[config.mk]
export PLATFORM = sky130hd
export DESIGN_NAME = fsk_frame_scheduler_flat
export DESIGN_NICKNAME = d
export VERILOG_FILES = /design/src/rtl/fsk_frame_scheduler_if.sv /design/src/rtl/fsk_frame_scheduler.sv /design/src/flat_wrapper.sv
export SDC_FILE = /design/constraint.sdc
export NUM_CORES = 1
export LEC_CHECK = 0
export BUFFER_PORTS_ARGS = -buffer_cell sky130_fd_sc_hd__buf_2
export CAP_MARGIN = 15
export CORE_UTILIZATION = 55
export DETAILED_ROUTE_END_ITERATION = 12
export PLACE_DENSITY = 0.77
export SLEW_MARGIN = 20
export SYNTH_ARGS = -nofsm -noshare
export SYNTH_HDL_FRONTEND = slang
export SYNTH_SLANG_ARGS = --single-unit
[constraint.sdc]
create_clock -name clk -period 4.4 [get_ports clk]
set_input_delay 1.1 -clock clk [delete_from_list [all_inputs] [get_ports clk]]
set_output_delay 1.1 -clock clk [all_outputs]
set_load 0.01 [all_outputs]
[src/rtl/fsk_frame_scheduler_if.sv]
// Byte-stream bundle shared by the two requesters, the frame scheduler and the FSK transmitter.
// The master modport is the scheduler side; slave is the requester/transmitter side.
interface fsk_frame_scheduler_if;
    logic [7:0] s0_data;
    logic       s0_valid;
    logic       s0_last;
    logic       s0_ready;
    logic [7:0] s1_data;
    logic       s1_valid;
    logic       s1_last;
    logic       s1_ready;
    logic [7:0] tx_data;
    logic       tx_valid;
    logic       tx_ready;

    modport master (
        input  s0_data, s0_valid, s0_last,
        output s0_ready,
        input  s1_data, s1_valid, s1_last,
        output s1_ready,
        output tx_data, tx_valid,
        input  tx_ready
    );

    modport slave (
        output s0_data, s0_valid, s0_last,
        input  s0_ready,
        output s1_data, s1_valid, s1_last,
        input  s1_ready,
        input  tx_data, tx_valid,
        output tx_ready
    );
endinterface

[src/rtl/fsk_frame_scheduler.sv]
// Round-robin frame scheduler in front of fsk_gen: wraps one requester's payload as
// preamble, sync, payload and XOR checksum, then holds off arbitration for an inter-frame gap.
module fsk_frame_scheduler #(
    parameter int         PREAMBLE_LEN = 2,
    parameter logic [7:0] SYNC_BYTE    = 8'hD3,
    parameter int         MAX_LEN      = 64,
    parameter int         GAP_CYCLES   = 1000
) (
    input  logic                         clk,
    input  logic                         rstn,
    fsk_frame_scheduler_if.master        bus,
    output logic [1:0]                   grant_o,
    output logic                         busy_o,
    output logic                         frame_done_o,
    output logic                         err_overlen_o
);

    localparam int              GapW     = (GAP_CYCLES > 1) ? $clog2(GAP_CYCLES + 1) : 1;
    localparam logic [3:0]      PRE_LAST = 4'(PREAMBLE_LEN - 1);
    localparam logic [7:0]      LEN_LAST = 8'(MAX_LEN - 1);
    localparam logic [GapW-1:0] GAP_LOAD = GapW'(GAP_CYCLES);
    localparam logic [GapW-1:0] GAP_ONE  = GapW'(1);

    typedef enum logic [2:0] {
        IDLE     = 3'd0,
        PREAMBLE = 3'd1,
        SYNC     = 3'd2,
        PAYLOAD  = 3'd3,
        CKSUM    = 3'd4,
        GAP      = 3'd5
    } state_t;

    state_t          state_q;
    logic [7:0]      tx_data_q;
    logic            tx_valid_q;
    logic [1:0]      grant_q;
    logic            prio_s1_q;
    logic            frame_done_q;
    logic            err_overlen_q;
    logic [7:0]      cksum_q;
    logic [3:0]      pre_cnt_q;
    logic [7:0]      len_cnt_q;
    logic [GapW-1:0] gap_cnt_q;
    logic            ck_loaded_q;

    logic [7:0] src_data;
    logic       src_valid;
    logic       src_last;
    logic       src_ready;
    logic       src_fire;
    logic       tx_fire;
    logic       pick_s1;
    logic       req_any;

    // Requester ready comes only from registered state so it never loops back through valid.
    assign src_ready = (state_q == PAYLOAD) & ~tx_valid_q;
    assign src_data  = grant_q[1] ? bus.s1_data : bus.s0_data;
    assign src_last  = grant_q[1] ? bus.s1_last : bus.s0_last;
    assign src_valid = (grant_q[1] & bus.s1_valid) | (grant_q[0] & bus.s0_valid);
    assign src_fire  = src_ready & src_valid;
    assign tx_fire   = tx_valid_q & bus.tx_ready;

    assign req_any = bus.s0_valid | bus.s1_valid;
    assign pick_s1 = bus.s1_valid & (~bus.s0_valid | prio_s1_q);

    assign bus.s0_ready  = grant_q[0] & src_ready;
    assign bus.s1_ready  = grant_q[1] & src_ready;
    assign bus.tx_data   = tx_data_q;
    assign bus.tx_valid  = tx_valid_q;
    assign grant_o       = grant_q;
    assign busy_o        = (state_q != IDLE);
    assign frame_done_o  = frame_done_q;
    assign err_overlen_o = err_overlen_q;

    always_ff @(posedge clk) begin
        if (!rstn) begin
            state_q       <= IDLE;
            tx_data_q     <= 8'h00;
            tx_valid_q    <= 1'b0;
            grant_q       <= 2'b00;
            prio_s1_q     <= 1'b0;
            frame_done_q  <= 1'b0;
            err_overlen_q <= 1'b0;
            cksum_q       <= 8'h00;
            pre_cnt_q     <= 4'd0;
            len_cnt_q     <= 8'd0;
            gap_cnt_q     <= '0;
            ck_loaded_q   <= 1'b0;
        end else begin
            frame_done_q  <= 1'b0;
            err_overlen_q <= 1'b0;
            if (tx_fire) begin
                tx_valid_q <= 1'b0;
            end

            case (state_q)
                IDLE: begin
                    if ((gap_cnt_q == '0) && req_any) begin
                        grant_q     <= pick_s1 ? 2'b10 : 2'b01;
                        cksum_q     <= 8'h00;
                        len_cnt_q   <= 8'd0;
                        pre_cnt_q   <= 4'd0;
                        ck_loaded_q <= 1'b0;
                        state_q     <= PREAMBLE;
                    end
                end

                PREAMBLE: begin
                    if (!tx_valid_q) begin
                        tx_data_q  <= 8'h55;
                        tx_valid_q <= 1'b1;
                    end else if (bus.tx_ready) begin
                        if (pre_cnt_q == PRE_LAST) begin
                            pre_cnt_q <= 4'd0;
                            state_q   <= SYNC;
                        end else begin
                            pre_cnt_q <= pre_cnt_q + 4'd1;
                        end
                    end
                end

                SYNC: begin
                    if (!tx_valid_q) begin
                        tx_data_q  <= SYNC_BYTE;
                        tx_valid_q <= 1'b1;
                    end else if (bus.tx_ready) begin
                        state_q <= PAYLOAD;
                    end
                end

                PAYLOAD: begin
                    if (src_fire) begin
                        tx_data_q  <= src_data;
                        tx_valid_q <= 1'b1;
                        cksum_q    <= cksum_q ^ src_data;
                        len_cnt_q  <= len_cnt_q + 8'd1;
                        // A last byte landing exactly on MAX_LEN is a normal end of frame.
                        if (src_last) begin
                            state_q <= CKSUM;
                        end else if (len_cnt_q == LEN_LAST) begin
                            state_q       <= CKSUM;
                            err_overlen_q <= 1'b1;
                        end
                    end
                end

                CKSUM: begin
                    // The final payload byte is still pending on entry; the checksum follows it.
                    if (!tx_valid_q) begin
                        if (!ck_loaded_q) begin
                            tx_data_q   <= cksum_q;
                            tx_valid_q  <= 1'b1;
                            ck_loaded_q <= 1'b1;
                        end
                    end else if (bus.tx_ready && ck_loaded_q) begin
                        frame_done_q <= 1'b1;
                        grant_q      <= 2'b00;
                        prio_s1_q    <= grant_q[0];
                        ck_loaded_q  <= 1'b0;
                        if (GAP_CYCLES == 0) begin
                            state_q <= IDLE;
                        end else begin
                            gap_cnt_q <= GAP_LOAD;
                            state_q   <= GAP;
                        end
                    end
                end

                GAP: begin
                    if (gap_cnt_q <= GAP_ONE) begin
                        gap_cnt_q <= '0;
                        state_q   <= IDLE;
                    end else begin
                        gap_cnt_q <= gap_cnt_q - GAP_ONE;
                    end
                end

                default: begin
                    state_q <= IDLE;
                end
            endcase
        end
    end

endmodule

[src/flat_wrapper.sv]
// flat-port wrapper written by rule: the top's interface ports become plain ports
module fsk_frame_scheduler_flat 
#(
    parameter int         PREAMBLE_LEN = 2,
    parameter logic [7:0] SYNC_BYTE    = 8'hD3,
    parameter int         MAX_LEN      = 64,
    parameter int         GAP_CYCLES   = 1000
)
  (clk, rstn, grant_o, busy_o, frame_done_o, err_overlen_o, bus_s0_data, bus_s0_valid, bus_s0_last, bus_s0_ready, bus_s1_data, bus_s1_valid, bus_s1_last, bus_s1_ready, bus_tx_data, bus_tx_valid, bus_tx_ready);
  fsk_frame_scheduler_if bus_i ();
  input  logic clk;
  input  logic rstn;
  output logic [1:0] grant_o;
  output logic busy_o;
  output logic frame_done_o;
  output logic err_overlen_o;
  input wire logic [$bits(bus_i.s0_data)-1:0] bus_s0_data;
  input wire logic [$bits(bus_i.s0_valid)-1:0] bus_s0_valid;
  input wire logic [$bits(bus_i.s0_last)-1:0] bus_s0_last;
  output wire logic [$bits(bus_i.s0_ready)-1:0] bus_s0_ready;
  input wire logic [$bits(bus_i.s1_data)-1:0] bus_s1_data;
  input wire logic [$bits(bus_i.s1_valid)-1:0] bus_s1_valid;
  input wire logic [$bits(bus_i.s1_last)-1:0] bus_s1_last;
  output wire logic [$bits(bus_i.s1_ready)-1:0] bus_s1_ready;
  output wire logic [$bits(bus_i.tx_data)-1:0] bus_tx_data;
  output wire logic [$bits(bus_i.tx_valid)-1:0] bus_tx_valid;
  input wire logic [$bits(bus_i.tx_ready)-1:0] bus_tx_ready;
  assign bus_i.s0_data = bus_s0_data;
  assign bus_i.s0_valid = bus_s0_valid;
  assign bus_i.s0_last = bus_s0_last;
  assign bus_s0_ready = bus_i.s0_ready;
  assign bus_i.s1_data = bus_s1_data;
  assign bus_i.s1_valid = bus_s1_valid;
  assign bus_i.s1_last = bus_s1_last;
  assign bus_s1_ready = bus_i.s1_ready;
  assign bus_tx_data = bus_i.tx_data;
  assign bus_tx_valid = bus_i.tx_valid;
  assign bus_i.tx_ready = bus_tx_ready;
  fsk_frame_scheduler #(.PREAMBLE_LEN(PREAMBLE_LEN), .SYNC_BYTE(SYNC_BYTE), .MAX_LEN(MAX_LEN), .GAP_CYCLES(GAP_CYCLES)) u_core (.clk(clk), .rstn(rstn), .bus(bus_i), .grant_o(grant_o), .busy_o(busy_o), .frame_done_o(frame_done_o), .err_overlen_o(err_overlen_o));
endmodule
==> results.yml, run 1 <==
grt:
  top_usage_layer: "met2"
  grt_pass1_vias: 2159
  use_met3_pct: 6.125
  grt_max_degree: 25
  grt_pass1_wl_um: 9936
  grt-ovfl-total: 0
  antenna_found_initial: 0
  grtUsageMet1_pct: 34.88
  met2_usage_pct: 37.97
  track_usage_pct: 25.01
worst_setup_path:
  worstPathMaxFanout: 22
  slowest_stage: "dfxtp_1"
  start_kind: "flop"
  path_delay_family: "flip-flops"
  critPathRequiredTime_ns: 3.30
  cp-end-kind: "output pin"
  worstPathCellList: "nand3b_1, nor3b_1, buf_2"
  crit_buf_inv: 1
  max_stage_delay_ns: 0.73
  critPathArrivalTime_ns: 1.88
  crit_type: "flop to output pin"
cts:
  h-tree-depth: 2
  clockRootBuffer: "clkbuf_8"
  cts_setup_buffers: 0
  clkSlewWorstSetupHoldPaths_ns: 0.08
  tritoncts: "yes"
  cts_resized: 0
  hold_buffers: 0
  cts_buffer_depth: 2
  cts_buffers: 5
  clock_sinks: 48
  clk_latency_ns: 0.30
routing:
  drc: 4
  antenna_left: 0
  via_per_inst: 5.976
  drt-initial-drc-count: 253
  wl_um: 5944
  route.detailed.wl_per_inst_um: 14.46
  vias: 2456
  dr.pass1.iters: 9
pwr:
  comb_power_share_pct: 38.0
  sw_frac_of_total_pct: 39.04
  p_leak_nw: 1.132
  seqPwrFrac_pct: 43.5
  powerDensity_mw_per_mm2: 475.8
  ir_drop_mv: 0.2705
  p_int_mw: 0.8271
  clockPowerShare_pct: 18.4
  p_sw_mw: 0.5296
yosys:
  synth-seq-area-share_pct: 37.08
  avgSynthCellArea_sq_um: 7.900
  yosys_warnings: 0
  synth_cell_type_count: 63
  ys_ff_latch: 48
  synth_fp_nets: 356
  yosys_most_used_dff: "dfxtp_1"
  mappedNetlistArea_sq_mm: 0.002591
  async_flop_share_pct: 0
  syn_inst: 328
  synth_edf_count: 0
timing:
  final.setup.tns_ns: 0
  maxSlewViolCount: 0
  period_needed_ns: 2.980
  slew_headroom_pct: 46.80
  hold_viol: 0
  fin_skew_ns: 0.003374
  min_period_over_period_pct: 67.73
  worst_slew_pin_slew_ns: 0.7971
  setup_viol: 0
  rsz0062_at_grt: "false"
  max_freq_mhz: 335.6
layout:
  syn2layout_area_growth_pct: 10.04
  final_nets: 387
  n_fill_cell: 393
  layout-drive-gt1-share_pct: 17.83
  final_area_sq_mm: 0.002851
  antenna_cells: 0
floorplan:
  core-area_sq_mm: 0.004444
  die_x_um: 70.64
  die_y_um: 70.64
  initial_core_util_pct: 58.31
  io_pins: 39
  row_count: 24
  die_area_sq_mm: 0.004990
placed_design:
  io_buffers: 38
  placed_area_sq_mm: 0.002770
  hpwl_um: 4223
  place.gp.congestion: 0.8365
run_status:
  status: "finished with violations"
  violations: "DRC"
hold_path:
  min_path_type: "flop to flop"
job:
  maxCapViolCount: 0
[metal layers]
layer / share of wire, % / up-vias / wire [um]
li1: - / 1239 / -
met1: 46 / 1140 / 2739
met2: 47 / 69 / 2796
met3: 5.6 / 8 / 334
met4: 1.2 / 0 / 73
met5: 0 / - / 0
[final cells by class]
class / instances / area, sq um / area share, %
clock buffers: 6 / 72.57 / 2.545
clock inverters: 1 / 5.005 / 0.1755
inverters: 8 / 30.03 / 1.053
multi-input cells: 258 / 1528 / 53.58
flip-flops and latches: 48 / 960.9 / 33.70
well taps: 52 / 65.06 / 2.282
repair buffers: 38 / 190.2 / 6.670
[tightest hold or removal path: stages, from the launching register on]
cell and delay, ns:
dfxtp_1 0.31, nand2_1 0.05, o21ai_0 0.06
[power by group through the flow]
stage	Clock, mW	Combinational, mW	Sequential (mW)
2_1_floorplan	0	0.417	0.576
3_3_place_gp	0	0.496	0.598
3_5_place_dp	0	0.504	0.598
4_1_cts	0.253	0.508	0.589
5_1_grt	0.276	0.573	0.604
6_report	0.250	0.516	0.591
[cell usage after synthesis (all sizes together), types with 2 or more instances]
| library cell | n | share of area, % |
|---|---|---|
| a211oi | 4 | 1.2 |
| a21boi | 2 | 0.58 |
| a21oi | 38 | 7.3 |
| a22oi | 3 | 0.87 |
| and2 | 2 | 0.53 |
| and3 | 3 | 0.77 |
| buf | 5 | 1.3 |
| clkbuf | 9 | 1.7 |
| dfxtp | 48 | 37 |
| ha | 5 | 2.4 |
| inv | 8 | 1.2 |
| mux2 | 2 | 0.87 |
| mux2i | 10 | 3.9 |
| nand2 | 32 | 4.6 |
| nand3 | 12 | 2.3 |
| nand3b | 2 | 0.58 |
| nand4 | 6 | 1.4 |
| nand4b | 2 | 0.68 |
| nor2 | 48 | 7.0 |
| nor2b | 2 | 0.48 |
| nor3 | 7 | 1.5 |
| nor3b | 2 | 0.58 |
| nor4 | 4 | 1.8 |
| o2111ai | 4 | 1.6 |
| o211a | 2 | 0.77 |
| o21a | 3 | 0.92 |
| o21ai | 28 | 5.4 |
| or3 | 10 | 2.5 |
| xnor2 | 3 | 1.0 |
| xor2 | 4 | 1.4 |
[cell families (layout without fill, tap and decap cells)]
group / after synthesis / count (layout) / synth area share [%]
AND/OR/NAND/NOR: 138 / 138 / 26.70
multiplexers: 12 / 12 / 4.732
buffers and inverters: 22 / 53 / 4.104
AO/OA/AOI/OAI: 96 / 96 / 22.60
adder cells (fa/ha/maj): 5 / 5 / 2.414
flip-flops: 48 / 48 / 37.08
XOR/XNOR: 7 / 7 / 2.366
[sequential cells by signal (all words and copies together) (netlist names)]
signal                count
u_core.len_cnt_q          8
u_core.err_overlen_o      1
u_core.gap_cnt_q         10
u_core.prio_s1_q          1
u_core.ck_loaded_q        1
u_core.state_q            3
u_core.cksum_q            8
u_core.grant_o            2
u_core.bus.tx_data        8
u_core.frame_done_o       1
u_core.bus.tx_valid       1
u_core.pre_cnt_q          4
[final timing paths]
| path | start | to | slack, ns | cells past startpoint |
|---|---|---|---|---|
| worst min register to register | u_core.bus.tx_data[0]$_SDFFE_PN0P_ | u_core.bus.tx_data[0]$_SDFFE_PN0P_ | 0.46 | 2 |
| worst min-delay path | u_core.bus.tx_data[0]$_SDFFE_PN0P_ | u_core.bus.tx_data[0]$_SDFFE_PN0P_ | 0.46 | 2 |
| worst max-delay path | u_core.state_q[0]$_SDFFE_PN0P_ | bus_s0_ready | 1.42 | 3 |
| worst max register to register | u_core.state_q[0]$_SDFFE_PN0P_ | u_core.bus.tx_data[2]$_SDFFE_PN0P_ | 1.80 | 6 |
[per-stage QoR]
stage	total power [mW]	worst slack, ns	instances	hold slack, ns	utilization (%)
after floorplan	0.9928	2.073	328	0.4533	-
after global placement	1.094	1.786	404	0.4461	62.33
after detailed placement	1.102	1.719	404	0.4517	62.33
after CTS	1.351	1.516	411	0.4636	64.08
after global routing	1.454	1.285	411	0.4894	64.16
final	1.357	1.420	411	0.4608	64.16
[cell usage in the layout (no fill, tap or decap), types with 3 or more instances in the layout]
cell       instances
dfxtp_1           48
nand2_1           32
ha_1               5
inv_1              8
xor2_1             4
nor2_1            47
xnor2_1            3
a21oi_1           38
buf_2             38
mux2i_1           10
nand3_1           12
o21ai_0           25
nor3_1             6
a211oi_1           4
or3_1              9
o2111ai_1          3
a22oi_1            3
clkbuf_8           5
nand4_1            6
Power figures use the tool's default switching activity.
==> run 2: changes to the inputs <==
--- a/config.mk
+++ b/config.mk
@@ -5,11 +5,12 @@
 export SDC_FILE = /design/constraint.sdc
 export NUM_CORES = 1
 export LEC_CHECK = 0
+export ABC_AREA = 1
 export BUFFER_PORTS_ARGS = -buffer_cell sky130_fd_sc_hd__buf_2
 export CAP_MARGIN = 15
-export CORE_UTILIZATION = 55
+export CORE_UTILIZATION = 52
 export DETAILED_ROUTE_END_ITERATION = 12
-export PLACE_DENSITY = 0.77
+export PLACE_DENSITY = 0.76
 export SLEW_MARGIN = 20
 export SYNTH_ARGS = -nofsm -noshare
 export SYNTH_HDL_FRONTEND = slang
==> constraint.sdc (replaced) <==
create_clock -name clk -period 2.7 [get_ports clk]
set_input_delay 0.675 -clock clk [delete_from_list [all_inputs] [get_ports clk]]
set_output_delay 0.675 -clock clk [all_outputs]
set_load 0.01 [all_outputs]
==> run 2 against run 1 <==
Net effect:
- the flow now finishes without violations
- count of clock-buffer cells in the layout shrank 1
- cell area grew 8.6%
- largest power group is now combinational cells
- sequential power is 74% higher
- worst setup slack got worse by 1.1 ns
==> results.yml, run 2 <==
placed_design:
  place.gp.congestion: 0.8566
  hpwl_um: 4743
  dpl_worst_slack_ns: 0.6592
  dpl.cell_count: 513
  io_buffers: 38
yosys:
  yosys_most_used_dff: "dfxtp_1"
  mappedNetlistArea_sq_mm: 0.002758
  ys_ff_latch: 48
  avgSynthCellArea_sq_um: 6.677
  synth-seq-area-share_pct: 34.85
  synth_fp_nets: 441
  synthTopCellsByCount: "93 x nand2_1, 52 x nor2_1, 48 x dfxtp_1"
  yosysMostFrequentCell: "nand2_1"
  synth_cell_type_count: 41
  syn_inst: 413
  ys_top_cells_by_area: "dfxtp_1 35%, nand2_1 13%, a21oi_1 7.4%"
  async_flop_share_pct: 0
  yosys_warnings: 0
  synth_edf_count: 0
  synth_top_area_share_pct: 34.85
  yosys.area.top_type: "dfxtp_1"
cts:
  cts_buffers: 5
  cts_resized: 0
  cts_buffer_depth: 2
  clock_sinks: 48
  hold_buffers: 0
  h-tree-depth: 2
  clkSlewWorstSetupHoldPaths_ns: 0.09
  clockRootBuffer: "clkbuf_8"
  clk_latency_ns: 0.32
  cts_setup_buffers: 0
  tritoncts: "yes"
worst_setup_path:
  critPathArrivalTime_ns: 1.67
  crit_type: "flop to output pin"
  worstPathMaxFanout: 12
  worstPathCellList: "clkinv_1, nor2_1, buf_2"
  path_delay_family: "flip-flops"
  crit_buf_inv: 2
  max_stage_delay_ns: 0.60
  start_kind: "flop"
  critPathRequiredTime_ns: 2.03
  cp-end-kind: "output pin"
  slowest_stage: "dfxtp_1"
routing:
  vias: 2750
  dr.pass1.iters: 4
  drt-initial-drc-count: 206
  antenna_left: 0
  drc: 0
  wl_um: 6583
  route.detailed.wl_per_inst_um: 12.64
  via_per_inst: 5.278
grt:
  use_met3_pct: 5.622
  met2_usage_pct: 39.64
  antenna_found_initial: 0
  top_usage_layer: "met2"
  grt-ovfl-total: 0
  grtUsageMet1_pct: 32.18
  grt_pass1_vias: 2391
  grt_max_degree: 22
  grt_pass1_wl_um: 10520
  track_usage_pct: 24.86
timing:
  worst_slew_pin_slew_ns: 0.4796
  maxSlewViolCount: 0
  hold_viol: 0
  fin_ws_ns: 0.3510
  min_period_over_period_pct: 87.00
  fin_skew_ns: 0.009562
  slew_headroom_pct: 67.99
  max_freq_mhz: 425.7
  period_needed_ns: 2.349
  final.setup.tns_ns: 0
  rsz0062_at_grt: "false"
  setup_viol: 0
hold_path:
  min_path_type: "flop to flop"
pwr:
  p_total_mw: 3.191
  ir_drop_mv: 0.5230
  p_leak_nw: 1.342
  powerDensity_mw_per_mm2: 1030
floorplan:
  die_x_um: 74.82
  die_y_um: 74.82
  row_count: 26
  io_pins: 39
  die_area_sq_mm: 0.005598
  core-area_sq_mm: 0.005107
  initial_core_util_pct: 53.99
layout:
  final_nets: 478
  layout-drive-gt1-share_pct: 17.96
  instances_no_fill: 521
  regMostFlops: "u_core.gap_cnt_q"
  syn2layout_area_growth_pct: 12.30
  largest_reg_flops: 10
  antenna_cells: 0
  utilization_pct: 60.63
  mostFrequentLayoutCells: "93 x nand2_1, 52 x nor2_1, 48 x dfxtp_1, 46 x inv_1, 41 x a21oi_1"
  final_common_cell: "nand2_1"
run_status:
  status: "complete, no violations"
job:
  maxCapViolCount: 0
-- run 2: changes by cell type in the layout (fill, tap and decap cells not counted), sizes merged, moves of 4 or more --
| cell | before | now |
|---|---|---|
| o21ai | 28 | 32 |
| o22ai | 1 | 5 |
| o2111ai | 4 | 0 |
| a21oi | 38 | 44 |
| nor3 | 7 | 12 |
| mux2i | 10 | 1 |
| inv | 8 | 52 |
| nand3 | 12 | 25 |
| nand2 | 32 | 104 |
| nor2 | 48 | 57 |
| or3 | 10 | 0 |
-- run 2: cell type report --
cell class | count | area [sq um]
fill | 512 | 2011
multi-input combinational | 303 | 1533
sequential | 48 | 960.9
inverter | 53 | 206.4
timing repair buffer | 39 | 197.7
tap | 70 | 87.58
clock buffer | 5 | 68.82
clock inverter | 3 | 42.54
-- run 2: stage by stage --
step | hold WS, ns | area (sq um)
2_1_floorplan | 0.4381 | 2758
3_3_place_gp | 0.4460 | 2985
3_5_place_dp | 0.4540 | 2985
4_1_cts | 0.4680 | 3097
5_1_grt | 0.4841 | 3097
6_report | 0.4653 | 3097
-- run 2: path summary, 6_finish.rpt --
kind / end / cells past startpoint / slack [ns] / startpoint
min: u_core.cksum_q[0]$_SDFFE_PN0P_ / 2 / 0.47 / u_core.cksum_q[0]$_SDFFE_PN0P_
min reg2reg: u_core.cksum_q[0]$_SDFFE_PN0P_ / 2 / 0.47 / u_core.cksum_q[0]$_SDFFE_PN0P_
max: bus_s1_ready / 3 / 0.35 / u_core.grant_o[1]$_SDFFE_PN0P_
max reg2reg: u_core.bus.tx_data[2]$_SDFFE_PN0P_ / 8 / 0.64 / u_core.state_q[0]$_SDFFE_PN0P_
-- run 2: cells by family after synthesis --
kind of cell	Yosys count	share of synthesized area (%)
xor+xnor	5	1.588
flops	48	34.85
compound gates	84	16.70
fa+ha+maj	5	2.269
buf+inv	62	9.573
mux	1	0.3630
simple gates	208	34.66
-- run 2: power by group --
| part | total (mW) | switching, mW | internal [mW] |
|---|---|---|---|
| clock | 0.531 | 0.256 | 0.274 |
| combinational | 1.63 | 1.12 | 0.513 |
| sequential | 1.03 | 0.151 | 0.877 |
-- run 2: worst min-delay path: cells and delay by family, from the launching register on --
family / cells / cell delay [ns]
and+or+nand+nor: 1 / 0.06
DFF: 1 / 0.32
AOI/OAI and AO/OA: 1 / 0.05
-- run 2: metal layers --
| metal | wire, um | vias up | share of wire, % |
|---|---|---|---|
| met5 | 0 | - | 0 |
| met4 | 180 | 0 | 2.7 |
| met3 | 436 | 18 | 6.6 |
| met2 | 2998 | 92 | 46 |
| met1 | 2968 | 1233 | 45 |
| li1 | - | 1407 | - |
